[config.mk]
export PLATFORM = sky130hd
export DESIGN_NAME = softshell_mailbox_wb
export DESIGN_NICKNAME = d
export VERILOG_FILES = /design/src/rtl/softshell_mailbox_wb_pkg.sv /design/src/rtl/softshell_mailbox_wb_mbox_fifo.sv /design/src/rtl/softshell_mailbox_wb.sv
export SDC_FILE = /design/constraint.sdc
export NUM_CORES = 1
export LEC_CHECK = 0
export ABC_AREA = 1
export ABC_CLOCK_PERIOD_IN_PS = 7220
export CAP_MARGIN = 20
export CELL_PAD_IN_SITES_DETAIL_PLACEMENT = 1
export CELL_PAD_IN_SITES_GLOBAL_PLACEMENT = 1
export CORE_MARGIN = 1.5
export CORE_UTILIZATION = 50
export CTS_BUF_LIST = sky130_fd_sc_hd__clkbuf_4
export DETAILED_ROUTE_END_ITERATION = 8
export PLACE_DENSITY_LB_ADDON = 0.1
export SYNTH_ARGS = -nofsm -noshare
export SYNTH_HDL_FRONTEND = slang
export SYNTH_HIERARCHICAL = 1
export SYNTH_SLANG_ARGS = --single-unit
[constraint.sdc]
create_clock -name wb_clk_i -period 7.22 [get_ports wb_clk_i]
set_input_delay 1.444 -clock wb_clk_i [delete_from_list [all_inputs] [get_ports wb_clk_i]]
set_output_delay 1.444 -clock wb_clk_i [all_outputs]
set_load 0.05 [all_outputs]
[src/rtl/softshell_mailbox_wb_pkg.sv]
// +----------------------------------------------------------------------+
// | softshell_mailbox_wb_pkg                                             |
// | Mailbox register offsets, STATUS/CTRL bit positions, status packing. |
// | Rev 1.0                                                              |
// +----------------------------------------------------------------------+
`default_nettype none

package softshell_mailbox_wb_pkg;

  // Byte offsets of the registers inside one mailbox window.
  localparam logic [3:0]  c_MBOX_DATA   = 4'h0;
  localparam logic [3:0]  c_MBOX_STATUS = 4'h4;
  localparam logic [3:0]  c_MBOX_CTRL   = 4'h8;
  localparam logic [31:0] c_MBOX_STRIDE = 32'h10;

  localparam int c_STAT_EMPTY   = 0;
  localparam int c_STAT_FULL    = 1;
  localparam int c_STAT_OVF     = 2;
  localparam int c_STAT_UDF     = 3;
  localparam int c_STAT_CNT_LSB = 4;

  localparam int c_CTRL_FLUSH   = 0;
  localparam int c_CTRL_CLRFLG  = 1;

  function automatic logic [31:0] f_status(input logic       i_empty,
                                           input logic       i_full,
                                           input logic       i_ovf,
                                           input logic       i_udf,
                                           input logic [3:0] i_cnt);
    logic [31:0] w_s;
    w_s                       = '0;
    w_s[c_STAT_EMPTY]         = i_empty;
    w_s[c_STAT_FULL]          = i_full;
    w_s[c_STAT_OVF]           = i_ovf;
    w_s[c_STAT_UDF]           = i_udf;
    w_s[c_STAT_CNT_LSB +: 4]  = i_cnt;
    return w_s;
  endfunction

endpackage

`default_nettype wire

[src/rtl/softshell_mailbox_wb_mbox_fifo.sv]
// +----------------------------------------------------------------------+
// | mbox_fifo                                                            |
// | One 32-bit mailbox FIFO with flush and sticky over/underflow flags.  |
// | Rev 1.0                                                              |
// +----------------------------------------------------------------------+
`default_nettype none

module mbox_fifo #(
  parameter int  DEPTH = 4,
  localparam int AW    = (DEPTH > 1) ? $clog2(DEPTH) : 1,
  localparam int CW    = $clog2(DEPTH) + 1
) (
  input  logic          i_clk,
  input  logic          i_rst,
  input  logic          i_push,
  input  logic          i_pop,
  input  logic          i_flush,
  input  logic          i_clr_flags,
  input  logic [31:0]   i_din,
  output logic [31:0]   o_dout,
  output logic [CW-1:0] o_count,
  output logic          o_full,
  output logic          o_empty,
  output logic          o_overflow,
  output logic          o_underflow
);

  logic [31:0]   r_mem [DEPTH];
  logic [AW-1:0] r_wr_ptr;
  logic [AW-1:0] r_rd_ptr;
  logic [CW-1:0] r_count;
  logic          r_ovf;
  logic          r_udf;
  logic          w_full;
  logic          w_empty;
  logic          w_do_push;
  logic          w_do_pop;

  assign w_full    = (r_count == CW'(DEPTH));
  assign w_empty   = (r_count == '0);
  assign w_do_push = i_push & ~w_full;
  assign w_do_pop  = i_pop & ~w_empty;

  // Flush wins over push/pop; flags are handled independently of flush.
  always_ff @(posedge i_clk) begin
    if (i_rst) begin
      r_wr_ptr <= '0;
      r_rd_ptr <= '0;
      r_count  <= '0;
      r_ovf    <= 1'b0;
      r_udf    <= 1'b0;
    end else begin
      if (i_flush) begin
        r_wr_ptr <= '0;
        r_rd_ptr <= '0;
        r_count  <= '0;
      end else begin
        if (w_do_push) r_wr_ptr <= r_wr_ptr + AW'(1);
        if (w_do_pop)  r_rd_ptr <= r_rd_ptr + AW'(1);
        r_count <= r_count + CW'(w_do_push) - CW'(w_do_pop);
      end
      if (i_clr_flags) begin
        r_ovf <= 1'b0;
        r_udf <= 1'b0;
      end else begin
        r_ovf <= r_ovf | (i_push & w_full);
        r_udf <= r_udf | (i_pop & w_empty);
      end
    end
  end

  always_ff @(posedge i_clk) begin
    if (w_do_push && !i_flush) r_mem[r_wr_ptr] <= i_din;
  end

  assign o_dout      = r_mem[r_rd_ptr];
  assign o_count     = r_count;
  assign o_full      = w_full;
  assign o_empty     = w_empty;
  assign o_overflow  = r_ovf;
  assign o_underflow = r_udf;

endmodule

`default_nettype wire

[src/rtl/softshell_mailbox_wb.sv]
// +----------------------------------------------------------------------+
// | softshell_mailbox_wb                                                 |
// | Wishbone slave with one message FIFO per core; decode, ack, read mux.|
// | Rev 1.0                                                              |
// +----------------------------------------------------------------------+
`default_nettype none

module softshell_mailbox_wb
  import softshell_mailbox_wb_pkg::*;
#(
  parameter int NUM_MBOX = 4,
  parameter int DEPTH    = 4
) (
  input  logic                wb_clk_i,
  input  logic                wb_rst_i,
  input  logic [31:0]         wb_adr_i,
  input  logic [31:0]         wb_dat_i,
  input  logic [3:0]          wb_sel_i,
  input  logic                wb_we_i,
  input  logic                wb_cyc_i,
  input  logic                wb_stb_i,
  output logic                wb_ack_o,
  output logic [31:0]         wb_dat_o,
  output logic [NUM_MBOX-1:0] mbox_nempty_o
);

  localparam int CW = $clog2(DEPTH) + 1;

  logic                w_accept;
  logic [1:0]          w_idx;
  logic [3:0]          w_off;
  logic                w_hit;
  logic [31:0]         w_rdata;
  logic                w_unused;
  logic [31:0]         w_dout  [NUM_MBOX];
  logic [CW-1:0]       w_count [NUM_MBOX];
  logic [NUM_MBOX-1:0] w_full;
  logic [NUM_MBOX-1:0] w_empty;
  logic [NUM_MBOX-1:0] w_ovf;
  logic [NUM_MBOX-1:0] w_udf;
  logic                r_ack;
  logic [31:0]         r_dat;

  assign w_accept = wb_cyc_i & wb_stb_i & ~r_ack;
  assign w_idx    = wb_adr_i[5:4];
  assign w_off    = {wb_adr_i[3:2], 2'b00};
  assign w_hit    = (32'(w_idx) < 32'(NUM_MBOX));
  assign w_unused = ^{wb_sel_i, wb_adr_i[31:6], wb_adr_i[1:0]};

  for (genvar n = 0; n < NUM_MBOX; n++) begin : g_mbox
    logic w_sel;
    logic w_wr_ctrl;
    assign w_sel     = w_accept & w_hit & (w_idx == 2'(n));
    assign w_wr_ctrl = w_sel & wb_we_i & (w_off == c_MBOX_CTRL);

    mbox_fifo #(.DEPTH(DEPTH)) u_fifo (
      .i_clk       (wb_clk_i),
      .i_rst       (wb_rst_i),
      .i_push      (w_sel & wb_we_i & (w_off == c_MBOX_DATA)),
      .i_pop       (w_sel & ~wb_we_i & (w_off == c_MBOX_DATA)),
      .i_flush     (w_wr_ctrl & wb_dat_i[c_CTRL_FLUSH]),
      .i_clr_flags (w_wr_ctrl & wb_dat_i[c_CTRL_CLRFLG]),
      .i_din       (wb_dat_i),
      .o_dout      (w_dout[n]),
      .o_count     (w_count[n]),
      .o_full      (w_full[n]),
      .o_empty     (w_empty[n]),
      .o_overflow  (w_ovf[n]),
      .o_underflow (w_udf[n])
    );

    assign mbox_nempty_o[n] = (w_count[n] != '0);
  end

  // Pre-edge view: popped head or STATUS as it stands before the accept edge.
  always_comb begin
    w_rdata = '0;
    for (int n = 0; n < NUM_MBOX; n++) begin
      if (w_hit && (w_idx == 2'(n))) begin
        case (w_off)
          c_MBOX_DATA:   if (!w_empty[n]) w_rdata = w_dout[n];
          c_MBOX_STATUS: w_rdata = f_status(w_empty[n], w_full[n], w_ovf[n],
                                            w_udf[n], 4'(w_count[n]));
          default:       w_rdata = '0;
        endcase
      end
    end
  end

  always_ff @(posedge wb_clk_i) begin
    if (wb_rst_i) begin
      r_ack <= 1'b0;
      r_dat <= '0;
    end else begin
      r_ack <= w_accept;
      r_dat <= (w_accept && !wb_we_i) ? w_rdata : '0;
    end
  end

  assign wb_ack_o = r_ack;
  assign wb_dat_o = r_dat;

endmodule

`default_nettype wire

==> results of run 1 <==
==> final cells by class <==
class / count / share of cell area [%]
Sequential cell: 589 / 62.64
Timing Repair Buffer: 109 / 3.881
Inverter: 114 / 1.704
Antenna cell: 2 / 0.01853
Multi-Input combinational cell: 1117 / 21.57
Clock inverter: 31 / 0.6530
Tap cell: 607 / 2.811
Clock buffer: 242 / 6.725
==> Yosys cell counts (all sizes together), types with 9 or more instances <==
cell,number,area (um2)
a21oi,61,305.3
a311oi,18,220.2
buf,84,706.9
clkbuf,9,37.54
dfxtp,77,1541
edfxtp,512,15370
ha,24,300.3
inv,113,456.7
nand2,143,561.8
nand3,55,285.3
nor2,368,1455
o21ai,271,1356
o22ai,128,800.8
==> worst reg2reg max path, delay by kind of cell, from the launching register on <==
kind,cells,cell delay (ns)
buffers and inverters,1,0.39
DFF,1,0.33
and+or+nand+nor,5,2.27
==> flip-flops by register name, summed over array words and instances, names as in the netlist, named ones only <==
signal / flops
g_mbox.u_fifo/r_wr_ptr: 8
g_mbox.u_fifo/r_rd_ptr: 8
g_mbox.u_fifo/r_mem: 512
g_mbox.u_fifo/o_count: 12
wb_dat_o: 32
g_mbox.u_fifo/o_underflow: 4
g_mbox.u_fifo/o_overflow: 4
wb_ack_o: 1
==> power groups by stage <==
stage | clock, W | sequential, W | combinational [W]
4_1_cts | 0.00299 | 0.00370 | 0.000116
5_1_grt | 0.00315 | 0.00370 | 0.000126
3_3_place_gp | 0 | 0.00377 | 0.000110
3_5_place_dp | 0 | 0.00377 | 0.000115
2_1_floorplan | 0 | 0.00377 | 0.0000326
6_report | 0.00292 | 0.00370 | 0.000117
==> stage by stage <==
| stage | area (um2) | total power, W |
|---|---|---|
| after floorplan | 23830 | 0.003807 |
| after global routing | 27010 | 0.006972 |
| after CTS | 27000 | 0.006808 |
| after global placement | 24960 | 0.003883 |
| after detailed placement | 25010 | 0.003888 |
| final | 27010 | 0.006736 |
==> metal layers <==
metal	global-route usage, %	vias to the layer above	part of all wire [%]
met3	5.856	131	6.3
met1	37.28	8245	43
li1	-	7388	-
met4	12.86	0	3.0
met2	44.78	586	47
met5	0	-	0
==> how the worst min path moves through the flow <==
stage                                   endpoint  slack [ns]  depth (start not counted)
floorplan            g_mbox[1].u_fifo/o_overflow        0.42                          2
global placement     g_mbox[0].u_fifo/o_overflow        0.44                          2
detailed placement   g_mbox[0].u_fifo/o_overflow        0.44                          2
CTS                  g_mbox[0].u_fifo/o_overflow        0.45                          2
global route        g_mbox[0].u_fifo/o_underflow        0.48                          2
finish               g_mbox[0].u_fifo/o_overflow        0.45                          2
==> placed cells by master (no fill, tap or decap), types with 7 or more instances in the layout <==
cell | synthesis | final
edfxtp_1 | 512 | 512
nor2_1 | 358 | 341
clkbuf_4 | 1 | 242
o21ai_0 | 157 | 157
nand2_1 | 135 | 135
o22ai_1 | 128 | 128
o21ai_1 | 114 | 114
inv_1 | 98 | 98
clkdlybuf4s50_1 | 0 | 77
dfxtp_1 | 77 | 73
a21oi_1 | 61 | 61
nand3_1 | 53 | 53
buf_4 | 14 | 29
ha_1 | 24 | 24
nor2_4 | 7 | 23
clkinv_1 | 1 | 21
inv_2 | 10 | 15
a311oi_2 | 10 | 10
a311oi_1 | 8 | 8
nand2_2 | 7 | 7
==> kinds of logic after synthesis <==
family          Yosys count
compound gates          504
fa+ha+maj                28
buf+inv                 207
flops                   589
simple gates            585
==> run_results.csv, run 1 <==
group,metric,value,unit
global_routing,track_usage,28.11,%
logic_synthesis,synth_fa_ha_area_share,1.596,%
power,combPwrFrac,1.7,%
logic_synthesis,ys_types,48,
floorplan,dieArea,48970,um2
clock_network,cts_sinks,589,
logic_synthesis,synth_compound_area_share,12.19,%
timing,layout_setup_ws,2.822,ns
detailed_routing,routed_via_density,5.816,
floorplan,die_x,221.3,um
final_layout,multi_input_area,5827,um2
clock_network,ctsHoldBuffers,0,
clock_network,cts_root_buf,"clkbuf_4",
logic_synthesis,synth_edf_count,512,
timing,setup_violations,0,
detailed_routing,first_pass_iters,6,
timing,finalCritPeriodShare,60.91,%
timing,finalCriticalPeriod,4.398,ns
detailed_routing,drc_errors,0,
setup_path,crit_type,"primary input to flop",
timing,drv_slew,0,
setup_path,worstPathMaxFanout,32,
setup_path,cpMostUsedCell,"buf_4",
floorplan,num_io_pins,110,
timing,fin_tns_setup,0,ns
logic_synthesis,ys_warn_count,6,
worst_hold_path,min_from,"g_mbox[0].u_fifo/o_overflow",
power,p_sw,0.001422,W
floorplan,core_area,46750,um2
final_layout,drive_gt1_share,16.17,%
final_layout,synthToLayoutAreaGrowth,13.39,%
setup_path,worstPathRequired,7.86,ns
timing,rsz0062_at_grt,"no",
global_routing,grt_antenna_before_repair,2,
detailed_routing,drt_iter0_markers,1348,
clock_network,cts_buffer_depth,3,
run_status,status,"finished clean",
logic_synthesis,syn_inst,1913,
placement,port_buffers,77,
power,power_frac_seq,54.9,%
clock_network,cts_tree,"built",
clock_network,htree_levels,4,
clock_network,cts_resized,0,
clock_network,clkLatencyLatePin,0.98,ns
setup_path,crit_path_start_kind,"primary input",
global_routing,grt_pass1_wl,101.9,mm
logic_synthesis,synth-simple-area-share,10.16,%
power,p_int,0.005313,W
setup_path,r2r-end,"g_mbox[3].u_fifo/r_mem[0][29]",
placement,dpl_worst_slack,1.549,ns
global_routing,grt_max_degree,66,
logic_synthesis,synth.mux.area_fraction,0,%
setup_path,cp_num_cells,8,
timing,clock_skew,0.05478,ns
power,cellPowerDensity,249.3,nW/um2
logic_synthesis,yosysSeqAreaShare,71.00,%
detailed_routing,wl_per_cell,23.99,um
logic_synthesis,async_flop_share,0,%
timing,fmax,227.4,MHz
global_routing,grt_pass1_vias,17250,
worst_hold_path,hp-class,"flop to flop",
timing,worst_pin_slew,1.125,ns
final_layout,num-fill-cells,4833,
setup_path,crit_arrival,5.03,ns
setup_path,critical-path-top-delay-family,"simple AND/OR/NAND/NOR gates",
placement,placed_cells,2535,
floorplan,rows,79,
placement,post-dp-hpwl,39.31,mm
logic_synthesis,syn_nets,2014,
logic_synthesis,synth_xor_area_share,0,%
logic_synthesis,syn_area,23830,um2
clock_network,cts_buffers,152,
detailed_routing,num_vias,16350,
timing,finalHoldViolations,0,
placement,place.gp.congestion,0.9048,
setup_path,end_kind,"flop",
power,p_leak,9.232,nW
setup_path,critical_path.startpoint,"wb_adr_i[2]",
setup_path,ff2ff_path_depth,6,
global_routing,gr-total-overflow,0,
power,pwr-share-clk,43.3,%
setup_path,r2r_setup_slack,3.87,ns
clock_network,post-cts-setup-buffer-count,0,
timing,relSlewSlack,24.80,%
timing,fin_hold_ws,0.4547,ns
run,cap_violations,0,
power,sw_frac_of_total,21.12,%
final_layout,nets,2184,
final_layout,final_util,57.78,%
logic_synthesis,ys_seq_elements,589,
setup_path,slowest_delay,0.90,ns
setup_path,crit_end,"g_mbox[3].u_fifo/r_mem[0][29]",
final_layout,fin_cells,2811,
clock_network,clk_pin_slew_worst_paths,0.06,ns
logic_synthesis,synth_flop_cell,"edfxtp_1",
power,ir_drop,0.1790,mV
floorplan,start_util,50.96,%
detailed_routing,antenna_left,0,
final_layout,regArea,16920,um2
detailed_routing,drt-total-wl,67.42,mm
setup_path,r2r_start,"wb_ack_o",
setup_path,worst-path-buf-inv,4,
floorplan,fp.dieH,221.3,um
logic_synthesis,synth_top_family_by_area,"compound AO/OA/AOI/OAI gates",
setup_path,cp_cell_sequence,"clkdlybuf4s50_1, nor2_2, buf_4, inv_2, nor3_1, nand3b_1, nor2_4, buf_4",
setup_path,critPathSlowestCell,"nor2_4",
logic_synthesis,avgSynthCellArea,12.45,um2
(Power assumes the default switching activity.)
==> run 2: changes to the inputs <==
--- a/config.mk
+++ b/config.mk
@@ -6,7 +6,7 @@
 export NUM_CORES = 1
 export LEC_CHECK = 0
 export ABC_AREA = 1
-export ABC_CLOCK_PERIOD_IN_PS = 7220
+export ABC_CLOCK_PERIOD_IN_PS = 4550
 export CAP_MARGIN = 20
 export CELL_PAD_IN_SITES_DETAIL_PLACEMENT = 1
 export CELL_PAD_IN_SITES_GLOBAL_PLACEMENT = 1
==> constraint.sdc (replaced) <==
create_clock -name wb_clk_i -period 4.55 [get_ports wb_clk_i]
set_input_delay 0.91 -clock wb_clk_i [delete_from_list [all_inputs] [get_ports wb_clk_i]]
set_output_delay 0.91 -clock wb_clk_i [all_outputs]
set_load 0.05 [all_outputs]
==> run 2 against run 1 <==
Against the previous run:
- critical path depth fell by 6
- first-iteration DRC count fell by 20%
- clock skew barely moved
- worst setup slack got worse by 1.7 ns
- sequential cell count did not move
- sequential share of layout area fell by 0.39 points
- global-route usage rose by 0.24 points
- worst hold slack got worse by 0.0046 ns
- design area rose by 0.63%
- combinational power rose by 61%
- critical endpoint is now mbox_nempty_o[3]
- largest cell class unchanged
==> run_results.csv, run 2 (synthesis gave the netlist of run 1 again) <==
group,metric,value,unit
run_status,status,"finished clean",
setup_path,r2r_setup_slack,1.65,ns
global_routing,grt_max_degree,65,
clock_network,ctsHoldBuffers,0,
detailed_routing,drt-total-wl,68.04,mm
setup_path,crit_arrival,2.50,ns
setup_path,r2r_start,"wb_ack_o",
placement,post-dp-hpwl,39.30,mm
clock_network,cts_root_buf,"clkbuf_4",
setup_path,cp_cell_sequence,"or3_1, clkdlybuf4s50_1",
run,cap_violations,0,
power,cellPowerDensity,392.8,nW/um2
timing,worst_pin_slew,0.8922,ns
floorplan,dieArea,48970,um2
setup_path,critPathSlowestCell,"clkdlybuf4s50_1",
power,sw_frac_of_total,21.19,%
detailed_routing,antenna_left,0,
detailed_routing,highest_layer,"met4",
setup_path,worstPathRequired,3.64,ns
worst_hold_path,hp-class,"flop to flop",
final_layout,layout_commonest_cell,"edfxtp_1",
detailed_routing,drt_iter0_markers,1076,
final_layout,drive_gt1_share,16.43,%
final_layout,largest_reg_flops,512,
setup_path,worstPathMaxFanout,5,
setup_path,crit_end,"mbox_nempty_o[3]",
setup_path,ff2ff_path_depth,7,
clock_network,cts_buffer_depth,3,
final_layout,regArea,16920,um2
global_routing,track_usage,28.36,%
final_layout,num-fill-cells,4794,
global_routing,gr-total-overflow,0,
power,pwr-share-clk,43.3,%
final_layout,multi_input_area,5827,um2
floorplan,core_area,46750,um2
detailed_routing,wl_met3,3.885,mm
setup_path,end_kind,"output port",
timing,relSlewSlack,40.52,%
timing,finalCritPeriodShare,74.94,%
placement,port_buffers,77,
global_routing,grt_antenna_before_repair,3,
detailed_routing,wl_met2,33.62,mm
global_routing,grt_pass1_vias,17220,
final_layout,synthToLayoutAreaGrowth,14.10,%
clock_network,cts_sinks,589,
timing,clock_skew,0.05467,ns
floorplan,num_io_pins,110,
worst_hold_path,min_from,"g_mbox[0].u_fifo/o_overflow",
timing,fmax,293.3,MHz
detailed_routing,num_vias,16340,
detailed_routing,drc_errors,0,
power,power_frac_seq,55.0,%
detailed_routing,wl_per_cell,24.06,um
setup_path,worst-path-buf-inv,1,
floorplan,die_x,221.3,um
setup_path,crit_path_start_kind,"flop",
clock_network,clk_pin_slew_worst_paths,0.06,ns
power,p_leak,9.301,nW
floorplan,rows,79,
detailed_routing,m1WireLength,28.87,mm
timing,drv_slew,0,
global_routing,grt_pass1_wl,102.9,mm
setup_path,critical_path.startpoint,"g_mbox[3].u_fifo/o_count[1]",
timing,fin_tns_setup,0,ns
timing,setup_violations,0,
power,ir_drop,0.2739,mV
detailed_routing,routed_via_density,5.776,
setup_path,r2r-end,"g_mbox[2].u_fifo/r_mem[2][4]",
clock_network,cts_resized,0,
setup_path,cp_num_cells,2,
power,combPwrFrac,1.8,%
floorplan,start_util,50.96,%
clock_network,post-cts-setup-buffer-count,0,
setup_path,crit_type,"flop to output port",
detailed_routing,first_pass_iters,5,
final_layout,nets,2196,
power,p_sw,0.002263,W
power,p_int,0.008416,W
floorplan,fp.dieH,221.3,um
setup_path,critical-path-top-delay-family,"buffers and inverters",
clock_network,cts_tree,"built",
placement,placed_area,25180,um2
final_layout,regMostFlops,"g_mbox.u_fifo/r_mem",
final_layout,final_cell_mix,"edfxtp_1, nor2_1, clkbuf_4",
setup_path,slowest_delay,0.72,ns
clock_network,clkLatencyLatePin,1.02,ns
clock_network,cts_buffers,152,
timing,finalCriticalPeriod,3.410,ns
clock_network,htree_levels,4,
final_layout,final_area,27180,um2
placement,place.gp.congestion,0.8831,
timing,finalHoldViolations,0,
timing,rsz0062_at_grt,"no",
run 2: worst min path at each step:
stage,to,slack (ns),depth (start not counted)
after floorplan,g_mbox[1].u_fifo/o_overflow,0.42,2
after global placement,g_mbox[0].u_fifo/o_underflow,0.44,2
after detailed placement,g_mbox[0].u_fifo/o_overflow,0.44,2
after CTS,g_mbox[0].u_fifo/o_overflow,0.45,2
after global routing,g_mbox[0].u_fifo/o_overflow,0.47,2
final,g_mbox[0].u_fifo/o_overflow,0.45,2
run 2: area by class of cell:
type	instances	share of cell area, %
antenna	6	0.05523
clock buffer	240	6.628
clock inverter	34	0.6858
inverter	114	1.694
multi-input combinational	1117	21.43
sequential	589	62.25
tap	607	2.794
timing repair buffer	121	4.464
run 2: worst reg2reg max path: stages, from the launching register on:
cell and delay (ns):
dfxtp_1 0.33, nor2_4 0.24, inv_1 0.11, nor4_1 0.46
buf_4 0.26, nand3b_1 0.37, nor2_4 0.49, buf_12 0.30
run 2: per-stage QoR:
step,total power (W),hold slack [ns],setup WS (ns),cells,utilization (%)
floorplan,0.006040,0.4250,0.7029,1913,-
global placement,0.006166,0.4395,0.6049,2548,53.86
detailed placement,0.006172,0.4396,0.4750,2548,53.86
CTS,0.01079,0.4488,1.035,2822,58.11
global route,0.01106,0.4683,1.041,2825,58.13
finish,0.01068,0.4502,1.140,2828,58.14
run 2: layer usage:
| layer | up-vias | global-route usage [%] |
|---|---|---|
| met5 | - | 0 |
| met3 | 124 | 5.856 |
| li1 | 7415 | - |
| met4 | 0 | 11.12 |
| met2 | 506 | 47.37 |
| met1 | 8290 | 36.41 |
run 2: power by group through the flow:
stage / Sequential (W) / Clock [W] / Combinational, W
2_1_floorplan: 0.00599 / 0 / 0.0000517
3_3_place_gp: 0.00599 / 0 / 0.000180
3_5_place_dp: 0.00599 / 0 / 0.000186
4_1_cts: 0.00587 / 0.00474 / 0.000187
5_1_grt: 0.00587 / 0.00499 / 0.000203
6_report: 0.00587 / 0.00462 / 0.000188
==> run 3: changes to the inputs <==
--- a/config.mk
+++ b/config.mk
@@ -6,7 +6,7 @@
 export NUM_CORES = 1
 export LEC_CHECK = 0
 export ABC_AREA = 1
-export ABC_CLOCK_PERIOD_IN_PS = 4550
+export ABC_CLOCK_PERIOD_IN_PS = 3400
 export CAP_MARGIN = 20
 export CELL_PAD_IN_SITES_DETAIL_PLACEMENT = 1
 export CELL_PAD_IN_SITES_GLOBAL_PLACEMENT = 1
==> constraint.sdc (replaced) <==
create_clock -name wb_clk_i -period 3.4 [get_ports wb_clk_i]
set_input_delay 0.68 -clock wb_clk_i [delete_from_list [all_inputs] [get_ports wb_clk_i]]
set_output_delay 0.68 -clock wb_clk_i [all_outputs]
set_load 0.05 [all_outputs]
==> run 3 against run 2 <==
Against the previous run:
- utilization up 0.75 points
- sequential share of layout area down 0.80 points
- worst hold slack worse by 0.0042 ns
- via count up 2.3%
- register-to-register slack worse by 0.95 ns
- non-clock buffer count up 29
- die area unchanged
- first-iteration DRC count up 27%
- final cell count up 1.2%
==> run_results.csv, run 3 (synthesis gave the netlist of run 1 again) <==
group,metric,value,unit
final_layout,multi_input_area,5827,um2
power,power.total,0.01441,W
final_layout,num-fill-cells,4811,
clock_network,cts_buffers,153,
clock_network,cts_resized,0,
setup_path,critPathSlowestCell,"clkdlybuf4s50_1",
clock_network,cts_tree,"built",
detailed_routing,antenna_left,0,
floorplan,core_area,46750,um2
clock_network,clkLatencyLatePin,1.00,ns
setup_path,worstPathMaxFanout,5,
final_layout,regMostFlops,"g_mbox.u_fifo/r_mem",
timing,clock_skew,0.05171,ns
setup_path,crit_arrival,2.52,ns
timing,finalCriticalPeriod,3.197,ns
timing,relSlewSlack,42.26,%
power,cellPowerDensity,523.3,nW/um2
global_routing,grt_antenna_before_repair,2,
timing,worst_pin_slew,0.8635,ns
final_layout,drive_gt1_share,17.87,%
timing,fmax,312.8,MHz
detailed_routing,first_pass_iters,6,
timing,finalHoldViolations,0,
setup_path,worst-path-buf-inv,1,
final_layout,synthToLayoutAreaGrowth,15.58,%
setup_path,worstPathRequired,2.72,ns
clock_network,htree_levels,4,
power,p_leak,9.494,nW
setup_path,crit_type,"flop to output port",
timing,fin_tns_setup,0,ns
final_layout,fin_cells,2862,
run_status,status,"finished clean",
placement,post-dp-hpwl,42.67,mm
clock_network,post-cts-setup-buffer-count,0,
final_layout,final_cell_mix,"edfxtp_1, nor2_1, clkbuf_4",
final_layout,regArea,16920,um2
run,cap_violations,0,
placement,placed_cells,2577,
setup_path,end_kind,"output port",
setup_path,critical-path-top-delay-family,"buffers and inverters",
final_layout,final_area,27540,um2
final_layout,largest_reg_flops,512,
detailed_routing,num_vias,16710,
clock_network,cts_buffer_depth,3,
detailed_routing,wl_per_cell,24.42,um
clock_network,cts_sinks,589,
placement,dpl_worst_slack,0.1162,ns
placement,port_buffers,77,
detailed_routing,routed_via_density,5.839,
placement,placed_area,25510,um2
clock_network,clk_pin_slew_worst_paths,0.07,ns
timing,layout_setup_ws,0.2027,ns
timing,drv_slew,0,
floorplan,dieArea,48970,um2
global_routing,track_usage,29.03,%
global_routing,grt_max_degree,65,
timing,rsz0062_at_grt,"no",
floorplan,num_io_pins,110,
floorplan,start_util,50.96,%
final_layout,nets,2226,
timing,setup_violations,0,
power,ir_drop,0.4046,mV
global_routing,gr-total-overflow,0,
global_routing,grt_pass1_wl,105.2,mm
floorplan,fp.dieH,221.3,um
worst_hold_path,hp-class,"flop to flop",
floorplan,rows,79,
global_routing,grt_pass1_vias,17680,
setup_path,slowest_delay,0.81,ns
clock_network,cts_root_buf,"clkbuf_4",
timing,finalCritPeriodShare,94.04,%
detailed_routing,drt-total-wl,69.90,mm
setup_path,crit_path_start_kind,"flop",
detailed_routing,drt_iter0_markers,1370,
final_layout,layout_commonest_cell,"edfxtp_1",
detailed_routing,drc_errors,0,
placement,place.gp.congestion,0.9033,
setup_path,cp_cell_sequence,"nor2_1, nand2_1, clkdlybuf4s50_1",
clock_network,ctsHoldBuffers,0,
floorplan,die_x,221.3,um
## run 3: metal layers
| metal | GRT usage, % | up-vias | routed length, um |
|---|---|---|---|
| met4 | 11.88 | 0 | 1742 |
| met5 | 0 | - | 0 |
| met2 | 47.76 | 628 | 34110 |
| li1 | - | 7475 | - |
| met3 | 6.347 | 131 | 5147 |
| met1 | 37.48 | 8478 | 28900 |
## run 3: layout make-up
class	count	share of cell area, %
inverter	114	1.672
clock buffer	248	6.761
multi-input combinational	1117	21.16
timing repair buffer	150	5.607
antenna	6	0.05452
clock inverter	31	0.5407
sequential	589	61.45
tap	607	2.758
## run 3: final timing paths
| check | depth (start not counted) | from | slack [ns] | endpoint |
|---|---|---|---|---|
| setup / recovery | 3 | g_mbox[0].u_fifo/o_count[1] | 0.20 | mbox_nempty_o[0] |
| hold / removal | 2 | g_mbox[3].u_fifo/o_overflow | 0.45 | g_mbox[3].u_fifo/o_overflow |
| setup reg to reg | 9 | flop | 0.70 | wb_dat_o[13] |
| hold reg to reg | 2 | g_mbox[3].u_fifo/o_overflow | 0.45 | g_mbox[3].u_fifo/o_overflow |
## run 3: tightest hold or removal path: stages, from the launching register on
cell and delay (ns):
dfxtp_1 0.31, inv_1 0.05, a21oi_1 0.05
## run 3: stage by stage
step,hold WS (ns),utilization [%]
floorplan,0.4250,-
detailed placement,0.4382,54.57
global placement,0.4339,54.57
CTS,0.4111,58.87
finish,0.4460,58.90
global route,0.4599,58.88
## run 3: power by group
group	internal [W]	switching [W]
Sequential	0.00785	0.00000380
Clock	0.00337	0.00292
Combinational	0.0000745	0.000198
Total	0.0113	0.00312
